<file path="src/rtl/pipeline_credit_fifo.sv">
// Credit-managed output buffer behind a fixed-latency, non-stallable delay line.
// Credits guarantee that buffered plus in-flight items never exceed DEPTH.
module pipeline_credit_fifo #(
  parameter int DATA_WIDTH = 32,
  parameter int DEPTH      = 8,
  parameter int CNT_WIDTH  = $clog2(DEPTH + 1)
) (
  input  logic                  clk_in,
  input  logic                  rst_in,
  input  logic                  issue_valid_in,
  output logic                  issue_ready_out,
  input  logic                  result_valid_in,
  input  logic [DATA_WIDTH-1:0] result_data_in,
  output logic                  m_valid_out,
  output logic [DATA_WIDTH-1:0] m_data_out,
  input  logic                  m_ready_in,
  output logic [CNT_WIDTH-1:0]  occupancy_out,
  output logic [CNT_WIDTH-1:0]  inflight_out,
  output logic                  overflow_out,
  output logic                  underflow_out
);

  localparam int PTR_WIDTH = (DEPTH > 1) ? $clog2(DEPTH) : 1;
  localparam logic [CNT_WIDTH-1:0] DEPTH_C  = CNT_WIDTH'(DEPTH);
  localparam logic [CNT_WIDTH:0]   DEPTH_W  = (CNT_WIDTH + 1)'(DEPTH);
  localparam logic [PTR_WIDTH-1:0] LAST_PTR = PTR_WIDTH'(DEPTH - 1);

  logic [DATA_WIDTH-1:0] mem_q [DEPTH];

  logic [CNT_WIDTH-1:0] occ_q, occ_d;
  logic [CNT_WIDTH-1:0] infl_q, infl_d;
  logic [PTR_WIDTH-1:0] wptr_q, wptr_d;
  logic [PTR_WIDTH-1:0] rptr_q, rptr_d;
  logic                 ovf_q, ovf_d;
  logic                 unf_q, unf_d;

  logic [CNT_WIDTH:0] credit_sum_s;
  logic               launch_s;
  logic               pop_s;
  logic               full_s;
  logic               wr_ok_s;

  assign credit_sum_s    = {1'b0, occ_q} + {1'b0, infl_q};
  assign issue_ready_out = rst_in && (credit_sum_s < DEPTH_W);
  assign launch_s        = issue_valid_in && issue_ready_out;
  assign full_s          = (occ_q == DEPTH_C);
  // A full buffer drops the word even when a pop frees a slot in the same cycle.
  assign wr_ok_s         = result_valid_in && !full_s;
  assign m_valid_out     = (occ_q != {CNT_WIDTH{1'b0}});
  assign pop_s           = m_valid_out && m_ready_in;
  assign m_data_out      = mem_q[rptr_q];
  assign occupancy_out   = occ_q;
  assign inflight_out    = infl_q;
  assign overflow_out    = ovf_q;
  assign underflow_out   = unf_q;

  always_comb begin
    infl_d = infl_q;
    unf_d  = unf_q;
    if (launch_s && !result_valid_in) begin
      if (infl_q != DEPTH_C) begin
        infl_d = infl_q + CNT_WIDTH'(1);
      end else begin
        infl_d = infl_q;
      end
    end else if (!launch_s && result_valid_in) begin
      if (infl_q == {CNT_WIDTH{1'b0}}) begin
        infl_d = {CNT_WIDTH{1'b0}};
        unf_d  = 1'b1;
      end else begin
        infl_d = infl_q - CNT_WIDTH'(1);
      end
    end else begin
      infl_d = infl_q;
    end
  end

  always_comb begin
    occ_d = occ_q;
    case ({wr_ok_s, pop_s})
      2'b10:   occ_d = occ_q + CNT_WIDTH'(1);
      2'b01:   occ_d = occ_q - CNT_WIDTH'(1);
      default: occ_d = occ_q;
    endcase
  end

  // Pointers wrap explicitly so non-power-of-two depths work.
  always_comb begin
    wptr_d = wptr_q;
    rptr_d = rptr_q;
    ovf_d  = ovf_q;
    if (wr_ok_s) begin
      wptr_d = (wptr_q == LAST_PTR) ? {PTR_WIDTH{1'b0}} : wptr_q + PTR_WIDTH'(1);
    end else begin
      wptr_d = wptr_q;
    end
    if (pop_s) begin
      rptr_d = (rptr_q == LAST_PTR) ? {PTR_WIDTH{1'b0}} : rptr_q + PTR_WIDTH'(1);
    end else begin
      rptr_d = rptr_q;
    end
    if (result_valid_in && full_s) begin
      ovf_d = 1'b1;
    end else begin
      ovf_d = ovf_q;
    end
  end

  always_ff @(posedge clk_in) begin
    if (!rst_in) begin
      occ_q  <= {CNT_WIDTH{1'b0}};
      infl_q <= {CNT_WIDTH{1'b0}};
      wptr_q <= {PTR_WIDTH{1'b0}};
      rptr_q <= {PTR_WIDTH{1'b0}};
      ovf_q  <= 1'b0;
      unf_q  <= 1'b0;
    end else begin
      occ_q  <= occ_d;
      infl_q <= infl_d;
      wptr_q <= wptr_d;
      rptr_q <= rptr_d;
      ovf_q  <= ovf_d;
      unf_q  <= unf_d;
    end
  end

  // Storage is deliberately left uncleared by reset.
  always_ff @(posedge clk_in) begin
    if (wr_ok_s && rst_in) begin
      mem_q[wptr_q] <= result_data_in;
    end
  end

endmodule

</file>
<file path="config.mk">
export PLATFORM = sky130hd
export DESIGN_NAME = pipeline_credit_fifo
export DESIGN_NICKNAME = d
export VERILOG_FILES = /design/src/rtl/pipeline_credit_fifo.sv
export SDC_FILE = /design/constraint.sdc
export NUM_CORES = 1
export LEC_CHECK = 0
export CORE_MARGIN = 2
export CORE_UTILIZATION = 45
export CTS_CLUSTER_DIAMETER = 30
export DETAILED_ROUTE_END_ITERATION = 8
export PLACE_DENSITY = 0.66
export RECOVER_POWER = 100
export SLEW_MARGIN = 5
export SYNTH_ARGS = -nofsm -noshare
export SYNTH_HDL_FRONTEND = slang
export SYNTH_SLANG_ARGS = --single-unit
export TNS_END_PERCENT = 30
</file>
<file path="constraint.sdc">
create_clock -name clk_in -period 3.8 [get_ports clk_in]
set_clock_uncertainty 0.1 [all_clocks]
set_input_delay 0.57 -clock clk_in [delete_from_list [all_inputs] [get_ports clk_in]]
set_output_delay 0.57 -clock clk_in [all_outputs]
set_load 0.01 [all_outputs]
</file>
==> PnR_summary.wiki, run 1 <==
{| class="wikitable"
! Metric !! Value
|-
| Avg Synthesized Cell Area || 21.4 sq um
|-
| Crit share post-route || 94.0%
|-
| Number of levels in the clock H-tree || 2
|-
| Fraction of final layout cells with drive strength greater than 1 || 30.8%
|-
| Leakage Power || 0.00445 uW
|-
| Critical path required time || 3130 ps
|-
| Cell count after synthesis || 504
|-
| CTS Hold Buffers Added || 0
|-
| Postcts setup bufs || 0
|-
| Overall track demand over capacity in global routing || 16.7%
|-
| Starting utilization of the core area || 45.9%
|-
| Initial antenna violation count || 3
|-
| Global placer's final weighted congestion || 0.831
|-
| Clock buffer count from CTS || 47
|-
| DRT iter0 DRCs || 299
|-
| Sort of element at the end of the critical path || output pin
|-
| Total number of clock tree sinks || 275
|-
| Dominant combinational cell family by area after synthesis || multiplexers
|-
| Max-slew violation total from the final report || 0
|-
| Count of unique library cells instantiated by Yosys || 48
|-
| Simple-gate portion of the synthesized area || 2.98%
|-
| Post-synthesis mux area share || 16.8%
|-
| Number of cell rows || 56
|-
| Most frequently used flop master after synthesis || edfxtp_1
|-
| Leading cell type in the layout, fill and taps excluded || edfxtp_1
|-
| Number of vias in the routed layout || 5309
|-
| Worst setup path class || flip-flop to output pin
|-
| Count of maximum capacitance violations || 0
|-
| Final number of hold-violating endpoints || 0
|-
| Detailed-routed wire length on met3 || 1280 um
|-
| Port Buffers || 80
|-
| Met1 wire length || 8390 um
|-
| Most frequent cells in the layout || edfxtp_1 (256), dlygate4sd3_1 (70), mux4_2 (64)
|-
| Worst min-delay path category || flip-flop to flip-flop
|-
| Fmax || 0.280 GHz
|-
| Average wire per standard cell || 21.0 um
|-
| Sequential share of the synthesized area || 74.9%
|-
| Clk pin slew, worst setup/hold paths || 50 ps
|-
| Highest routing layer actually used || met5
|-
| Final TNS setup || 0 ps
|-
| Congestion Overflow GR || 0
|-
| Total of flip-flops plus latches after synthesis || 275
|-
| Signal arrival time at the worst endpoint || 2900 ps
|-
| Area delta synth->final || 26.2%
|-
| Met2 routed wirelength || 10700 um
|-
| Run status || completed
|-
| Pin count of the biggest net entering global routing || 57
|-
| Wire length of the first global-routing pass || 32400 um
|-
| Worst ir drop on vdd || 0.404 mV
|-
| Largest area contributor in the synthesized netlist || edfxtp_1
|-
| Post-route antenna net violation count || 0
|-
| Top Ports || 81
|-
| Iteration count of the initial detailed-routing pass || 4
|-
| Slew HR || 22.7%
|-
| Startpoint type of the worst setup path || flip-flop
|-
| Total of endpoints with negative setup slack in the final report || 0
|-
| Total number of yosys warnings || 0
|-
| Post-synth ARST share || 0%
|-
| Post-DP HPWL || 12000 um
|-
| Power Density || 672 mW/mm^2
|-
| Unrepaired setup endpoints after global routing || no
|-
| Width of the die || 159 um
|-
| Adder and majority cell fraction of the synthesized area || 1.39%
|-
| Post-synthesis xor/xnor area fraction || 0.244%
|-
| Resize count post-CTS || 0
|-
| Area fraction in compound gates after synthesis || 2.38%
|-
| DRC errors left || 0
|-
| Number of global-route vias before repair || 5745
|-
| Clk Latency, worst-skew pair || 530 ps
|-
| Die Footprint || 0.0252 sq mm
|-
| Crit path time final || 3570 ps
|-
| Routed vias/inst || 5.38
|-
| Cell types with the largest area share after synthesis || edfxtp_1 (71%), mux4_2 (13%), dfxtp_1 (3.5%)
|-
| Core area || 0.0235 sq mm
|-
| CTS Root Buffer Type || clkbuf_16
|-
| Nets || 677
|-
| Final core utilization || 57.9%
|-
| Cell area after synthesis || 0.0108 sq mm
|-
| Actual transition at the worst max-transition pin || 1150 ps
|-
| Clock tree from TritonCTS || yes
|-
| Fraction of post-synthesis cell area in the top cell type by area || 71.3%
|-
| Sum of routed wire length over all layers || 20800 um
|-
| Die extent in y || 159 um
|-
| Synth Net Count || 553
|-
| Count of flip-flops with a built-in enable after synthesis || 256
|-
| Maximum fanout along the worst path || 56
|-
| Number of buffers on the longest clock path || 3
|}
-- cell families (layout without fill, tap and decap cells) --
kind of cell,after synthesis,in the layout
AOI/OAI and AO/OA,33,33
xor gates and xnor gates,3,3
adders and majority gates,12,12
other,0,2
DFF,275,275
muxes,97,97
and+or+nand+nor,55,55
buffers and inverters,29,191
-- power by group --
| part | total (uW) | switching [uW] | internal, uW |
|---|---|---|---|
| Combinational | 1490 | 642 | 846 |
| Sequential | 3550 | 129 | 3420 |
| Clock | 4100 | 1470 | 2640 |
| Total | 9140 | 2240 | 6900 |
-- per-layer routing --
layer	vias up	global-route usage, %
li1	2379	-
met1	2708	21.4
met2	189	28.2
met3	31	3.63
met4	2	5.80
met5	-	0
-- synthesized netlist by cell type, types with 2 or more instances --
cell        n
buf_6       2
inv_1       5
inv_2       2
nand4_2     2
mux2_2     32
nand2b_1    2
nand3_1     3
a21oi_1    12
nand2_1    13
nor2_1     11
and2b_2     2
nand4_1     2
mux4_2     64
o211ai_1    3
dfxtp_1    19
o21ai_0     4
nor3_1      6
edfxtp_1  256
xor2_1      3
or3_1       5
ha_1       12
o31ai_1     2
buf_2       8
clkbuf_1   10
-- cell type report --
| class | count | area, sq um |
|---|---|---|
| Sequential cell | 275 | 8070 |
| Multi-Input combinational cell | 200 | 2570 |
| Fill cell | 1741 | 9870 |
| Tap cell | 319 | 399 |
| Antenna cell | 2 | 5.00 |
| Clock inverter | 37 | 367 |
| Inverter | 7 | 26.3 |
| Timing Repair Buffer | 97 | 942 |
| Clock buffer | 50 | 1220 |
-- stage by stage --
stage	cells	hold slack [ps]	power (uW)	setup slack [ps]	instance area, sq um
after floorplan	504	354	4580	15.1	10800
after global placement	898	362	5160	643	12100
final	987	377	9140	227	13600
after CTS	985	378	9330	277	13700
after detailed placement	898	362	5200	582	12100
after global routing	986	394	9500	97.9	13600
-- critical path, stage by stage, from the launching register on --
cell and delay (ps):
dfxtp_2 490, buf_6 510, mux4_2 420, mux2_2 300, dlygate4sd3_1 610
-- flip-flops by register name (all words and copies together) (netlist names), named ones only --
name           cells
mem_q            256
inflight_out       4
occupancy_out      4
rptr_q             3
wptr_q             3
overflow_out       1
underflow_out      1
-- final timing paths --
check / from / to / slack, ps / depth (start not counted)
setup reg to reg: occupancy_out[1]$_SDFFE_PN0P_ / mem_q[6][9]$_DFFE_PP_ / 480 / 6
hold / removal: rptr_q[1]$_SDFFE_PN0N_ / flip-flop / 380 / 2
hold reg to reg: rptr_q[1]$_SDFFE_PN0N_ / flip-flop / 380 / 2
setup / recovery: flip-flop / m_data_out[4] / 230 / 4
Power figures use the tool's default switching activity.
==> inputs of run 2 (changes only) <==
--- a/config.mk
+++ b/config.mk
@@ -5,11 +5,10 @@
 export SDC_FILE = /design/constraint.sdc
 export NUM_CORES = 1
 export LEC_CHECK = 0
-export CORE_MARGIN = 2
+export CORE_MARGIN = 4
 export CORE_UTILIZATION = 45
 export CTS_CLUSTER_DIAMETER = 30
 export DETAILED_ROUTE_END_ITERATION = 8
-export PLACE_DENSITY = 0.66
 export RECOVER_POWER = 100
 export SLEW_MARGIN = 5
 export SYNTH_ARGS = -nofsm -noshare
==> constraint.sdc (replaced) <==
create_clock -name clk_in -period 4 [get_ports clk_in]
set_clock_uncertainty 0.1 [all_clocks]
set_input_delay 0.6 -clock clk_in [delete_from_list [all_inputs] [get_ports clk_in]]
set_output_delay 0.6 -clock clk_in [all_outputs]
set_load 0.01 [all_outputs]
==> run 2 against run 1 <==
Compared with the run above: final area rose by 1.9%; non-clock buffer count decreased by 3; critical path depth stayed put; global-route usage is 0.52 points lower; register-to-register slack better by 140 ps; via count fell by 0.11%; worst setup slack improved by 98 ps; combinational power fell by 8%; worst hold slack worse by 21 ps; cell count is 1.0% higher; clock-buffer cell count increased by 19.
==> PnR_summary.wiki, run 2 (synthesis gave the netlist of run 1 again) <==
{| class="wikitable"
! Metric !! Value
|-
| Run status || completed
|-
| Max-slew violation total from the final report || 0
|-
| CTS Root Buffer Type || clkbuf_16
|-
| Internal power || 7210 uW
|-
| Startpoint type of the worst setup path || flip-flop
|-
| Leakage Power || 0.00458 uW
|-
| Postcts setup bufs || 0
|-
| Cell count after placement || 895
|-
| Flip-flop count of the largest register, all copies and words added || 256
|-
| Final number of hold-violating endpoints || 0
|-
| Initial antenna violation count || 2
|-
| Number of cell rows || 56
|-
| Slew HR || 12.3%
|-
| Clk Latency, worst-skew pair || 530 ps
|-
| Top Ports || 81
|-
| Logic depth of the worst register-to-register path || 6
|-
| Number of vias in the routed layout || 5303
|-
| Power Density || 672 mW/mm^2
|-
| Die Footprint || 0.0265 sq mm
|-
| Pre-CTS setup slack || 719 ps
|-
| Sum of routed wire length over all layers || 20700 um
|-
| Crit share post-route || 91.9%
|-
| Worst reg2reg path endpoint || mem_q[2][27]$_DFFE_PP_
|-
| CP Launch Point || inflight_out[3]$_SDFFE_PN0P_
|-
| Nets || 681
|-
| Maximum fanout along the worst path || 11
|-
| Actual transition at the worst max-transition pin || 1310 ps
|-
| Clock tree from TritonCTS || yes
|-
| Total number of clock tree sinks || 275
|-
| Total power || 9310 uW
|-
| Count of maximum capacitance violations || 0
|-
| Post-layout instance count excluding filler cells || 997
|-
| Fraction of power consumed by the clock network || 48.8%
|-
| Critical path destination || issue_ready_out
|-
| Average wire per standard cell || 20.7 um
|-
| Final TNS setup || 0 ps
|-
| Crit path time final || 3680 ps
|-
| Clk pin slew, worst setup/hold paths || 40 ps
|-
| Overall track demand over capacity in global routing || 16.1%
|-
| Pin count of the biggest net entering global routing || 33
|-
| Core area || 0.0235 sq mm
|-
| Power spent charging and discharging nets || 2100 uW
|-
| Wire length of the first global-routing pass || 33000 um
|-
| Unrepaired setup endpoints after global routing || no
|-
| Number of levels in the clock H-tree || 2
|-
| Fraction of final layout cells with drive strength greater than 1 || 30.5%
|-
| Final worst setup slack || 324 ps
|-
| Switching share of power || 22.6%
|-
| Resize count post-CTS || 0
|-
| Fmax || 0.272 GHz
|-
| Antenna diodes || 0
|-
| Global placer's final weighted congestion || 0.821
|-
| Iteration count of the initial detailed-routing pass || 4
|-
| Post-route antenna net violation count || 0
|-
| Number of global-route vias before repair || 5885
|-
| DRC errors left || 0
|-
| Reg-to-Reg Start || occupancy_out[0]$_SDFFE_PN0P_
|-
| Signal arrival time at the worst endpoint || 2980 ps
|-
| Hold_ws || 355 ps
|-
| Total of endpoints with negative setup slack in the final report || 0
|-
| Leading cell type in the layout, fill and taps excluded || edfxtp_1
|-
| Area delta synth->final || 28.6%
|-
| Number of buffers on the longest clock path || 3
|-
| Clock buffer count from CTS || 54
|-
| Port Buffers || 80
|-
| Filler Cells Inserted || 1751
|-
| DRT iter0 DRCs || 254
|-
| Critical path required time || 3300 ps
|-
| CTS Hold Buffers Added || 0
|-
| Width of the die || 163 um
|-
| Congestion Overflow GR || 0
|-
| Routed vias/inst || 5.32
|-
| Post-DP HPWL || 12000 um
|-
| Worst min-delay path category || flip-flop to flip-flop
|-
| Sort of element at the end of the critical path || output pin
|-
| Sequential fraction of design power || 36.5%
|-
| Die extent in y || 163 um
|-
| Combinational share of power || 14.7%
|-
| Starting utilization of the core area || 45.8%
|-
| Top register by number of flip-flops || mem_q
|-
| Minimum setup slack among reg-to-reg paths || 620 ps
|-
| Worst setup path class || flip-flop to output pin
|-
| Most frequent cells in the layout || edfxtp_1 (256), dlygate4sd3_1 (74), mux4_2 (64)
|-
| Worst ir drop on vdd || 0.409 mV
|}
## run 2: how the worst min path moves through the flow
stage,from,cells after the start,slack [ps],end
global route,underflow_out$_SDFFE_PN0P_,1,390,underflow_out$_SDFFE_PN0P_
detailed placement,underflow_out$_SDFFE_PN0P_,1,360,underflow_out$_SDFFE_PN0P_
global placement,underflow_out$_SDFFE_PN0P_,1,350,underflow_out$_SDFFE_PN0P_
floorplan,rptr_q[1]$_SDFFE_PN0N_,2,350,flip-flop
finish,underflow_out$_SDFFE_PN0P_,1,360,underflow_out$_SDFFE_PN0P_
CTS,underflow_out$_SDFFE_PN0P_,1,360,underflow_out$_SDFFE_PN0P_
## run 2: layer usage
| layer | share of wire, % | wire (um) | vias to the layer above | global-route usage (%) |
|---|---|---|---|---|
| met5 | 0.10 | 21 | - | 0 |
| met4 | 1.5 | 302 | 4 | 4.54 |
| met3 | 5.1 | 1050 | 30 | 4.56 |
| met2 | 51 | 10500 | 123 | 27.1 |
| met1 | 43 | 8810 | 2763 | 20.8 |
| li1 | - | - | 2383 | - |
## run 2: through the flow
stage | utilization [%] | area, sq um
floorplan | - | 10800
global placement | 51.3 | 12100
detailed placement | 51.3 | 12100
CTS | 59.3 | 14000
global route | 58.9 | 13900
finish | 58.9 | 13900
## run 2: area by class of cell
type                            instances  area (sq um)  area share [%]
Sequential cell                       275          8080            58.3
Clock inverter                         33           410            2.96
Multi-Input combinational cell        200          2550            18.4
Clock buffer                           69          1470            10.6
Inverter                                7          26.3           0.190
Timing Repair Buffer                   94           922            6.65
Tap cell                              319           399            2.88
## run 2: power groups by stage
stage               logic [uW]  registers (uW)  clock network, uW
finish                    1370            3400               4540
global route              1490            3420               4790
CTS                       1490            3400               4630
detailed placement        1480            3460                  0
global placement          1460            3450                  0
floorplan                  993            3360                  0
## run 2: critical path, cell delays in order (launching register included)
cell,delay (ps)
dfxtp_1,560
ha_1,320
nor4b_1,550
and3_1,370
dlygate4sd3_1,640
==> inputs of run 3 (changes only) <==
--- a/config.mk
+++ b/config.mk
@@ -9,6 +9,8 @@
 export CORE_UTILIZATION = 45
 export CTS_CLUSTER_DIAMETER = 30
 export DETAILED_ROUTE_END_ITERATION = 8
+export DONT_BUFFER_PORTS = 1
+export MAX_ROUTING_LAYER = met4
 export RECOVER_POWER = 100
 export SLEW_MARGIN = 5
 export SYNTH_ARGS = -nofsm -noshare
==> run 3 against run 2 <==
Compared with the run above: worst setup slack better by 250 ps; worst hold slack worse by 290 ps; routed wire length shrank 2.6%; maximum frequency up 7.2%; die area did not move; largest power group unchanged; cell count is 9.0% lower; clock power decreased by 7.7%; total power decreased by 7.2%.
==> PnR_summary.wiki, run 3 (synthesis gave the netlist of run 1 again) <==
{| class="wikitable"
! Metric !! Value
|-
| Leading cell type in the layout, fill and taps excluded || edfxtp_1
|-
| CTS Root Buffer Type || clkbuf_16
|-
| DRC errors left || 0
|-
| Starting utilization of the core area || 45.8%
|-
| Slew HR || 25.7%
|-
| Worst setup path class || flip-flop to flip-flop
|-
| Leakage Power || 0.00415 uW
|-
| Unrepaired setup endpoints after global routing || no
|-
| Most frequent cells in the layout || edfxtp_1 (256), mux4_2 (64), clkbuf_16 (53)
|-
| Post-layout instance count excluding filler cells || 907
|-
| Actual transition at the worst max-transition pin || 1110 ps
|-
| Sort of element at the end of the critical path || flip-flop
|-
| Fmax || 0.292 GHz
|-
| Post-DP HPWL || 11100 um
|-
| Initial antenna violation count || 0
|-
| Average wire per standard cell || 22.2 um
|-
| Number of global-route vias before repair || 5444
|-
| Sum of routed wire length over all layers || 20100 um
|-
| Total of endpoints with negative setup slack in the final report || 0
|-
| Clock buffer count from CTS || 52
|-
| Final TNS setup || 0 ps
|-
| Iteration count of the initial detailed-routing pass || 4
|-
| Number of levels in the clock H-tree || 2
|-
| Number of buffers on the longest clock path || 3
|-
| Postcts setup bufs || 0
|-
| Global placer's final weighted congestion || 0.698
|-
| Routed vias/inst || 5.48
|-
| Resize count post-CTS || 0
|-
| Worst ir drop on vdd || 0.348 mV
|-
| Placement Cell Area || 0.0112 sq mm
|-
| Number of vias in the routed layout || 4970
|-
| Antenna diodes || 0
|-
| Area occupied by multi-input gates || 0.00254 sq mm
|-
| Run status || completed
|-
| Crit path time final || 3430 ps
|-
| Core area || 0.0235 sq mm
|-
| Congestion Overflow GR || 0
|-
| Startpoint type of the worst setup path || flip-flop
|-
| Top register by number of flip-flops || mem_q
|-
| Nets || 595
|-
| Max-slew violation total from the final report || 0
|-
| Die Footprint || 0.0265 sq mm
|-
| Flip-flop count of the largest register, all copies and words added || 256
|-
| Signal arrival time at the worst endpoint || 3500 ps
|-
| Power Density || 672 mW/mm^2
|-
| Clk pin slew, worst setup/hold paths || 50 ps
|-
| Final core utilization || 54.6%
|-
| Filler Cells Inserted || 1850
|-
| Cell count after placement || 811
|-
| CTS Hold Buffers Added || 0
|-
| Clock tree from TritonCTS || yes
|-
| Post-layout instance area || 0.0129 sq mm
|-
| Clk Latency, worst-skew pair || 520 ps
|-
| Register cell area after layout || 0.00808 sq mm
|-
| Die extent in y || 163 um
|-
| Worst min-delay path category || input port to flip-flop
|-
| DRT iter0 DRCs || 436
|-
| Port Buffers || 0
|-
| Fraction of final layout cells with drive strength greater than 1 || 31.1%
|-
| Post-route antenna net violation count || 0
|-
| Overall track demand over capacity in global routing || 16.2%
|-
| Total power || 8640 uW
|-
| Area delta synth->final || 19.3%
|-
| Total number of clock tree sinks || 275
|-
| Width of the die || 163 um
|-
| Wire length of the first global-routing pass || 31900 um
|-
| Final number of hold-violating endpoints || 0
|-
| Number of cell rows || 56
|-
| Crit share post-route || 85.7%
|-
| Pin count of the biggest net entering global routing || 65
|-
| Critical path required time || 4070 ps
|-
| Maximum fanout along the worst path || 24
|-
| Top Ports || 81
|-
| Count of maximum capacitance violations || 0
|}
run 3: changes by cell type in the layout (fill, tap and decap cells not counted), sizes merged:
cell           previous run  this run
dlygate4sd3              74         0
clkbuf                   77        68
clkdlybuf4s50             6         0
bufinv                    9         4
buf                       6         3
clkinvlp                  4         7
clkinv                   15        17
inv                      12        14
run 3: per-layer routing:
metal	GRT usage, %	wire length, um	share of wire, %
met1	20.4	8380	42
met2	25.9	10000	50
met3	4.86	1390	6.9
met4	4.73	339	1.7
met5	-	0	0
run 3: worst paths after layout:
check / start / endpoint / slack [ps] / cells after the start
setup reg to reg: occupancy_out[0]$_SDFFE_PN0P_ / mem_q[2][24]$_DFFE_PP_ / 570 / 6
hold reg to reg: rptr_q[2]$_SDFFE_PN0N_ / flip-flop / 390 / 2
setup / recovery: occupancy_out[0]$_SDFFE_PN0P_ / mem_q[2][24]$_DFFE_PP_ / 570 / 6
hold / removal: result_data_in[14] / mem_q[2][14]$_DFFE_PP_ / 60 / 0
run 3: report_power, final:
group | switching, uW | internal [uW]
Combinational | 464 | 544
Clock | 1410 | 2780
Sequential | 188 | 3250
run 3: cell type report:
| cell class | instances | area share [%] |
|---|---|---|
| clock inverter | 35 | 2.64 |
| multi-input combinational | 200 | 19.8 |
| clock buffer | 61 | 10.9 |
| inverter | 7 | 0.204 |
| timing repair buffer | 10 | 0.545 |
| sequential | 275 | 62.8 |
| tap | 319 | 3.10 |
run 3: stage by stage:
stage,hold slack (ps),setup WS (ps)
global placement,359,1230
finish,63.0,573
global route,32.7,334
floorplan,354,215
detailed placement,372,1140
CTS,35.5,726
run 3: worst max-delay path, stage by stage, from the launching register on:
cell and delay, ps:
dfxtp_1 560, nor3_1 120, a21oi_1 320, inv_1 180
or3_1 470, nor2_1 780, buf_4 520
